==> src/rtl/rf_wport_arb.sv <==
// Write-port arbiter for the register file. Pipeline writeback always wins.
// Aux writes are queued in a small FIFO and drain in idle port cycles.
// A pipe write to R kills queued aux entries for R. A starvation timer raises
// stall_req when the queue head is left unserved for too long.
module rf_wport_arb #(
  parameter int AUX_DEPTH  = 2,
  parameter int STARVE_MAX = 8,
  parameter int DW         = 32
) (
  input  logic                         clk,
  input  logic                         rst_n,
  input  logic                         pipe_we,
  input  logic [4:0]                   pipe_wr,
  input  logic [DW-1:0]                pipe_wd,
  input  logic                         aux_valid,
  output logic                         aux_ready,
  input  logic [4:0]                   aux_wr,
  input  logic [DW-1:0]                aux_wd,
  output logic                         rf_we,
  output logic [4:0]                   rf_wr,
  output logic [DW-1:0]                rf_wd,
  output logic                         stall_req,
  output logic [31:0]                  pend_mask,
  output logic [$clog2(AUX_DEPTH):0]   aux_count
);

  localparam int AW = $clog2(AUX_DEPTH);
  localparam int CW = AW + 1;
  localparam int SW = $clog2(STARVE_MAX + 1);
  localparam logic [SW-1:0] STARVE_RELOAD = SW'(STARVE_MAX - 1);

  logic [4:0]           q_wr [AUX_DEPTH];
  logic [DW-1:0]        q_wd [AUX_DEPTH];
  logic [AUX_DEPTH-1:0] q_live;
  logic [AW-1:0]        rd_ptr;
  logic [AW-1:0]        wr_ptr;
  logic [CW-1:0]        count;
  logic [SW-1:0]        starve_left;

  logic pipe_issue;
  logic fifo_nonempty;
  logic pop;
  logic push;
  logic unserved;

  assign aux_count     = count;
  assign aux_ready     = rst_n & (count < CW'(AUX_DEPTH));
  assign pipe_issue    = pipe_we & (pipe_wr != 5'd0);
  assign fifo_nonempty = (count != '0);
  assign pop           = fifo_nonempty & ~pipe_issue;
  // x0 requests are acknowledged but never stored
  assign push          = aux_valid & aux_ready & (aux_wr != 5'd0);
  assign unserved      = fifo_nonempty & ~pop;

  // FIFO payload storage; contents are only meaningful where q_live/count say so
  always_ff @(posedge clk) begin
    if (push) begin
      q_wr[wr_ptr] <= aux_wr;
      q_wd[wr_ptr] <= aux_wd;
    end
  end

  // FIFO pointers, occupancy and liveness; the push comes last so a same-cycle
  // younger request to a killed register stays live
  always_ff @(posedge clk) begin
    if (!rst_n) begin
      rd_ptr <= '0;
      wr_ptr <= '0;
      count  <= '0;
      q_live <= '0;
    end else begin
      if (pipe_issue) begin
        for (int i = 0; i < AUX_DEPTH; i++) begin
          if (q_wr[i] == pipe_wr) q_live[i] <= 1'b0;
        end
      end
      if (pop) begin
        q_live[rd_ptr] <= 1'b0;
        rd_ptr         <= rd_ptr + AW'(1);
      end
      if (push) begin
        q_live[wr_ptr] <= 1'b1;
        wr_ptr         <= wr_ptr + AW'(1);
      end
      case ({push, pop})
        2'b10:   count <= count + CW'(1);
        2'b01:   count <= count - CW'(1);
        default: count <= count;
      endcase
    end
  end

  // Registered write port; address/data hold their last value when idle
  always_ff @(posedge clk) begin
    if (!rst_n) begin
      rf_we <= 1'b0;
      rf_wr <= '0;
      rf_wd <= '0;
    end else if (pipe_issue) begin
      rf_we <= 1'b1;
      rf_wr <= pipe_wr;
      rf_wd <= pipe_wd;
    end else if (pop && q_live[rd_ptr]) begin
      rf_we <= 1'b1;
      rf_wr <= q_wr[rd_ptr];
      rf_wd <= q_wd[rd_ptr];
    end else begin
      rf_we <= 1'b0;
    end
  end

  // Starvation down-counter: terminal count reached with the head still unserved
  // raises stall_req, which drops at the edge where the head finally pops
  always_ff @(posedge clk) begin
    if (!rst_n) begin
      starve_left <= STARVE_RELOAD;
      stall_req   <= 1'b0;
    end else if (unserved) begin
      if (starve_left == '0) stall_req   <= 1'b1;
      else                   starve_left <= starve_left - SW'(1);
    end else begin
      starve_left <= STARVE_RELOAD;
      stall_req   <= 1'b0;
    end
  end

  // Hazard mask: one-hot destinations of live queued entries, x0 never flagged
  always_comb begin
    pend_mask = '0;
    for (int i = 0; i < AUX_DEPTH; i++) begin
      if (q_live[i]) pend_mask[q_wr[i]] = 1'b1;
    end
    pend_mask[0] = 1'b0;
  end

endmodule

==> config.mk <==
export PLATFORM = sky130hd
export DESIGN_NAME = rf_wport_arb
export DESIGN_NICKNAME = d
export VERILOG_FILES = /design/src/rtl/rf_wport_arb.sv
export SDC_FILE = /design/constraint.sdc
export NUM_CORES = 1
export LEC_CHECK = 0
export BUFFER_PORTS_ARGS = -buffer_cell sky130_fd_sc_hd__buf_2
export CAP_MARGIN = 20
export CORE_AREA = 2 2 119 121
export DETAILED_ROUTE_END_ITERATION = 8
export DIE_AREA = 0 0 121 123
export GPL_ROUTABILITY_DRIVEN = 0
export GPL_TIMING_DRIVEN = 0
export HOLD_SLACK_MARGIN = 0.1
export PLACE_DENSITY_LB_ADDON = 0.05
export SLEW_MARGIN = 10
export SYNTH_ARGS = -nofsm -noshare
export SYNTH_HDL_FRONTEND = slang
export SYNTH_SLANG_ARGS = --single-unit
==> constraint.sdc <==
create_clock -name clk -period 2.52 [get_ports clk]
set_input_delay 0.126 -clock clk [delete_from_list [all_inputs] [get_ports clk]]
set_output_delay 0.126 -clock clk [all_outputs]
set_load 0.01 [all_outputs]
======== Yosys cells after proc, flatten, opt, wreduce, memory -nomap -nowiden ========
Memories as Yosys holds them, arrays and structs flattened. A register that Yosys moved wholly into a read port is not among the register bits.
Index checks and enable logic that the tools add are counted.
storage, ports and cells
  flip-flop bits (word level) ............. 49
  bits in writable memories ............... 74
  input bits .............................. 78
  word-level logic and storage cells ...... 85
  memories kept ........................... 2
memories
  name  words  width  rd ports  clocked after memory_dff  wr ports  line  RTL
  q_wd  2      32     1         1                         1         33    logic [DW-1:0] q_wd [AUX_DEPTH];
  q_wr  2      5      3         1                         1         32    logic [4:0] q_wr [AUX_DEPTH];
cells by class
  add/subtract/negate cells ............... 5
  magnitude comparators ................... 9
  equal/unequal tests ..................... 4
  multiplexer cells ....................... 32
  bitwise operators ....................... 12
  reduce and logical (&&, ||, !) cells .... 12
operators with widths
  kind                 count
  $mux 32              4
  $or 32x32->32        1
  $mux 1               16
  $lt 5x6->1 const B   2
  $demux 1 s5          2
  $eq 5x5->1           2
  $ge 5x1->1 const B   2
  $mux 2               5
  $mux 5               2
  $reduce_bool 5->1    2
  $and 1x1->1          6
  $reduce_bool 2->1    3
  $logic_and 1x1->1    5
  $logic_not 4->1      1
  $lt 1x2->1 const B   2
  $pmux 2 s2           1
  $sub 4x1->4 const B  1
  $add 1x1->1 const B  2
  $add 2x1->2 const B  1
  $and 2x2->2          1
  $demux 1 s1          2
  $eq 2x1->1 const B   1
  $eq 2x2->1 const B   1
  $ge 1x1->1 const B   2
  other kinds (6)      7

======== Logic depth before layout (Yosys ltp) ========
  word-level depth ........................ 10
  gate-level depth with buffers ........... 9
  gate-level depth less buffers ........... 7

======== Least setup slack after synthesis ========
Ideal clock, no wire load.
  kind .................................... register -> register
  from .................................... register count[1] (netlist: aux_count[1])
  to ...................................... memory q_wd[0][0], enable pin
  setup time .............................. 0.434 ns
  data arrival time ....................... 2.431 ns
  data required time ...................... 2.086 ns
  path slack .............................. -0.346 ns
  stages on the path, launching flop included .. 4
  cells stage by stage .................... dfxtp_1 > nor2b_1 > o211ai_1 > nor2_1
on the way
  longest elaborated chain between the ends .. 6
RTL lines
  element                       line  RTL
  start: declaration            37    logic [CW-1:0] count;
  start signal: assignment      86    2'b10: count <= count + CW'(1);
  start signal: assignment      87    2'b01: count <= count - CW'(1);
  start signal: assignment      88    default: count <= count;
  $lt 2x2->1                    47    assign aux_ready = rst_n & (count < CW'(AUX_DEPTH));
  $and 1x1->1                   47
  net aux_ready                 16    output logic aux_ready,
  $and 1x1->1 (2 in a row)      52    assign push = aux_valid & aux_ready & (aux_wr != 5'd0);
  $mux 1                        57    if (push) begin
  $mux 1 (not written as such)  59    q_wd[wr_ptr] <= aux_wd;
  end: declaration              33
The timed path passes the listed nets, and every way through them passes these cells.

======== Worst setup path in the final report ========
  from .................................... input pipe_wr[2]
  to ...................................... register count[1] (netlist: aux_count[1])
on the way
  longest elaborated chain between the ends .. 6
  elaborated cells between the ends (all ways) .. 8
  classes of those cells .................. eq/ne (2); mux (1); bitwise (3); reduce/logical (2)
RTL lines
  element                                                 line  RTL
  start: declaration                                      13    input logic [4:0] pipe_wr,
  $reduce_bool 5->1 (*)                                   48    assign pipe_issue = pipe_we & (pipe_wr != 5'd0);
  $and 1x1->1 (*)                                         48
  $not 1->1 (*)                                           50    assign pop = fifo_nonempty & ~pipe_issue;
  $and 1x1->1 (*)                                         50
  net pop                                                 42    logic pop;
  $eq 2x1->1 / $eq 2x2->1 (equally long branches)         85    case ({push, pop})
  $pmux 2 s2 / $reduce_bool 2->1 (equally long branches)  -
Mark *: on every way through the listed nets, which the timed path passes. The rest lies on a longest branch.
A chain may end at the register's enable or synchronous reset.

==> impl_results.md <==
* Share of the synthesized area in the top cell type at 0.417
* # nets final at 754
* Flops & latches, synth at 124
* Mapped Area at 5330 um^2
* Worst EP required at 2.85 ns
* Routed length per instance at 16.2 um
* Critical path fanouts, max at 19
* Normalized max-slew margin at 0.446
* DRT antenna net count at 0
* Setup Skew at 0.00457 ns
* Chip width at 121 um
* Antenna violations before repair at 0
* Ant. Diodes at 0
* # rows at 43
* Slowest cell on the critical path: dlygate4sd3_1
* Chip Height at 123 um
* Clock tree sinks at 124
* CP delay by family, top: simple AND/OR/NAND/NOR gates
* RSZ-0062 raised after global routing: no
* Design area at 7780 um^2
* DRT iter0 DRCs at 190
* Most frequent cells in the layout: 156 x buf_2, 79 x dlygate4sd3_1, 74 x edfxtp_1
* Most common cell after layout, fill and taps aside: buf_2
* Worst skew pair latency at 0.41 ns
* Drc violations at 0
* Total CTS buffers at 17
* Startpoint types: input pin
* Max VDD drop at 0.000503 V
* Final Hold Viols at 0
* Via total after detailed routing at 4326
* Cells along the critical path: dlygate4sd3_1, buf_2, or4_4, o21a_1, clkbuf_4, nor2_1, ha_1, or3_1, a21boi_0
* CTS Buffer Depth at 2
* Fmax at 425 MHz
* Fin crit period at 2.35 ns
* Area leader, netlist: edfxtp_1
* Fin util at 0.572
* First-pass GRT wire length at 21.8 mm
* Leak at 3.00 nW
* CP Class: input pin to flop
* Seq/Total Area, Yosys at 0.605
* Area Overhead vs Synth at 46.1%
* Hold Path Class: input pin to flop
* Endpoints failing setup at 0
* Mean Syn Cell Area at 12.6 um^2
* Drt pass-1 iters at 4
* Gate Count Post-Synth at 422
* Max cap viols at 0
* Critical path endpoint category: flop
* Number of distinct library cells after synthesis at 38
* Post-Route WL at 14.1 mm
* CTS tree: yes
* Worst Path Arrival at 2.68 ns
* All-Layer GR Usage at 0.193
* CP peak stage delay at 0.53 ns
* Core ar. at 13600 um^2
* Area after DPL at 6360 um^2
* PortBufs at 150
* Vias per cell at 5.00
* Status: finished clean
* Syn nets at 503
* Fraction of layout cells with a size suffix above 1 at 0.350
* Die area at 14900 um^2
* Pins Over Slew Limit at 0
* H-tree Lvls at 4
* GRT Residual Overflow at 0
* Clk slew on worst S/H paths at 0.06 ns
* Final worst path period share at 0.933
* Vias in the first global route at 4310
* Top post-synthesis cells by area: edfxtp_1 42%, dfxtp_1 19%, mux2_2 7.8%
* Synth Warn # at 0
* Root Driver: clkbuf_16
* PwrDens at 783 nW/um^2
* Initial Util at 0.391
* Largest net degree at the start of global routing at 27
* WP buf/inv at 3
* IO Count at 152
* Post-DP HPWL at 9.53 mm
* Worst slew pin tran at 0.831 ns
synth_stat cells:
library cell,count
nor2_1,8
or4_1,1
nand3_1,41
inv_1,3
conb_1,1
nand4_1,2
nor2b_1,2
or3b_2,5
o21ai_1,2
a21boi_1,1
nor3b_1,2
mux2i_1,39
xor2_1,6
edfxtp_1,74
o211ai_1,1
nand2_1,5
nor3_1,3
a21oi_1,1
clkbuf_1,16
or3_1,4
xnor2_1,8
o21ai_2,1
or4_4,1
or3_4,1
a41o_1,2
ha_1,3
buf_4,1
nand2b_1,1
o21ai_0,38
buf_2,8
dfxtp_1,50
o22ai_1,31
buf_1,4
a21boi_0,2
and2_1,2
nand3b_1,11
o21a_1,4
mux2_2,37
flip-flops by register name, indices dropped and copies added (netlist names), named ones only:
signal,cells
aux_count,2
q_live,2
q_wd,64
q_wr,10
rd_ptr,1
rf_wd,32
rf_we,1
rf_wr,5
stall_req,1
starve_left,4
wr_ptr,1
cells by family after synthesis:
family          after synthesis  share of synthesized area
flops                       124                      0.605
xor+xnor                     14                     0.0230
fa+ha+maj                     3                    0.00705
mux                          76                      0.152
simple gates                 89                     0.0956
other cells                   1                   0.000704
compound gates               83                     0.0916
buf+inv                      32                     0.0251
cell type report:
class                           instances  area (um^2)
Fill cell                            1206         5830
Sequential cell                       124         3220
Multi-Input combinational cell        266         1980
Timing Repair Buffer                  233         1600
Clock buffer                           17          425
Tap cell                              180          225
Clock inverter                         15          198
Buffer                                 28          120
Inverter                                3         11.3
repair_timing:
action                                 4_1_cts  5_1_grt
gates resized for setup                      0        1
setup endpoints to repair                    0        1
buffers inserted                             0        2
hold buffers                                79        0
endpoints found under the hold margin      111        0
power breakdown:
part | total [mW] | switching (mW) | internal [mW]
logic | 1.16 | 0.583 | 0.575
registers | 2.41 | 0.0819 | 2.33
clock network | 2.53 | 0.876 | 1.65
layer usage:
layer | part of all wire | global-route usage | up-vias
met1 | 0.44 | 0.232 | 2067
li1 | - | - | 2110
met2 | 0.50 | 0.336 | 141
met4 | 0.0077 | 0.0661 | 0
met3 | 0.057 | 0.0484 | 8
met5 | 0 | 0 | -
path summary, 6_finish.rpt:
kind / to / slack, ns / cells past startpoint / from
min reg2reg: stall_req / 0.49 / 1 / stall_req
max: aux_count[1] / 0.17 / 9 / pipe_wr[2]
max reg2reg: rf_wd[19] / 0.61 / 6 / aux_count[1]
min: starve_left[0] / 0.18 / 4 / pipe_we
per-stage QoR:
stage / std cells / setup TNS, ns / hold WS, ns / worst slack (ns) / power, mW
2_1_floorplan: 422 / 0 / 0.225 / 0.263 / 3.15
3_3_place_gp: 752 / -28.97 / 0.314 / -0.406 / 3.49
3_5_place_dp: 754 / 0 / 0.317 / 0.103 / 3.52
4_1_cts: 865 / 0 / 0.164 / 0.0217 / 6.16
5_1_grt: 866 / 0 / 0.231 / 0.0198 / 6.36
6_report: 866 / 0 / 0.184 / 0.169 / 6.09
tightest hold or removal path, delay by kind of cell:
kind	cells	cell delay, ns
compound gates	1	0.10
buf+inv	1	0.15
simple gates	2	0.18
(Power assumes the default switching activity.)
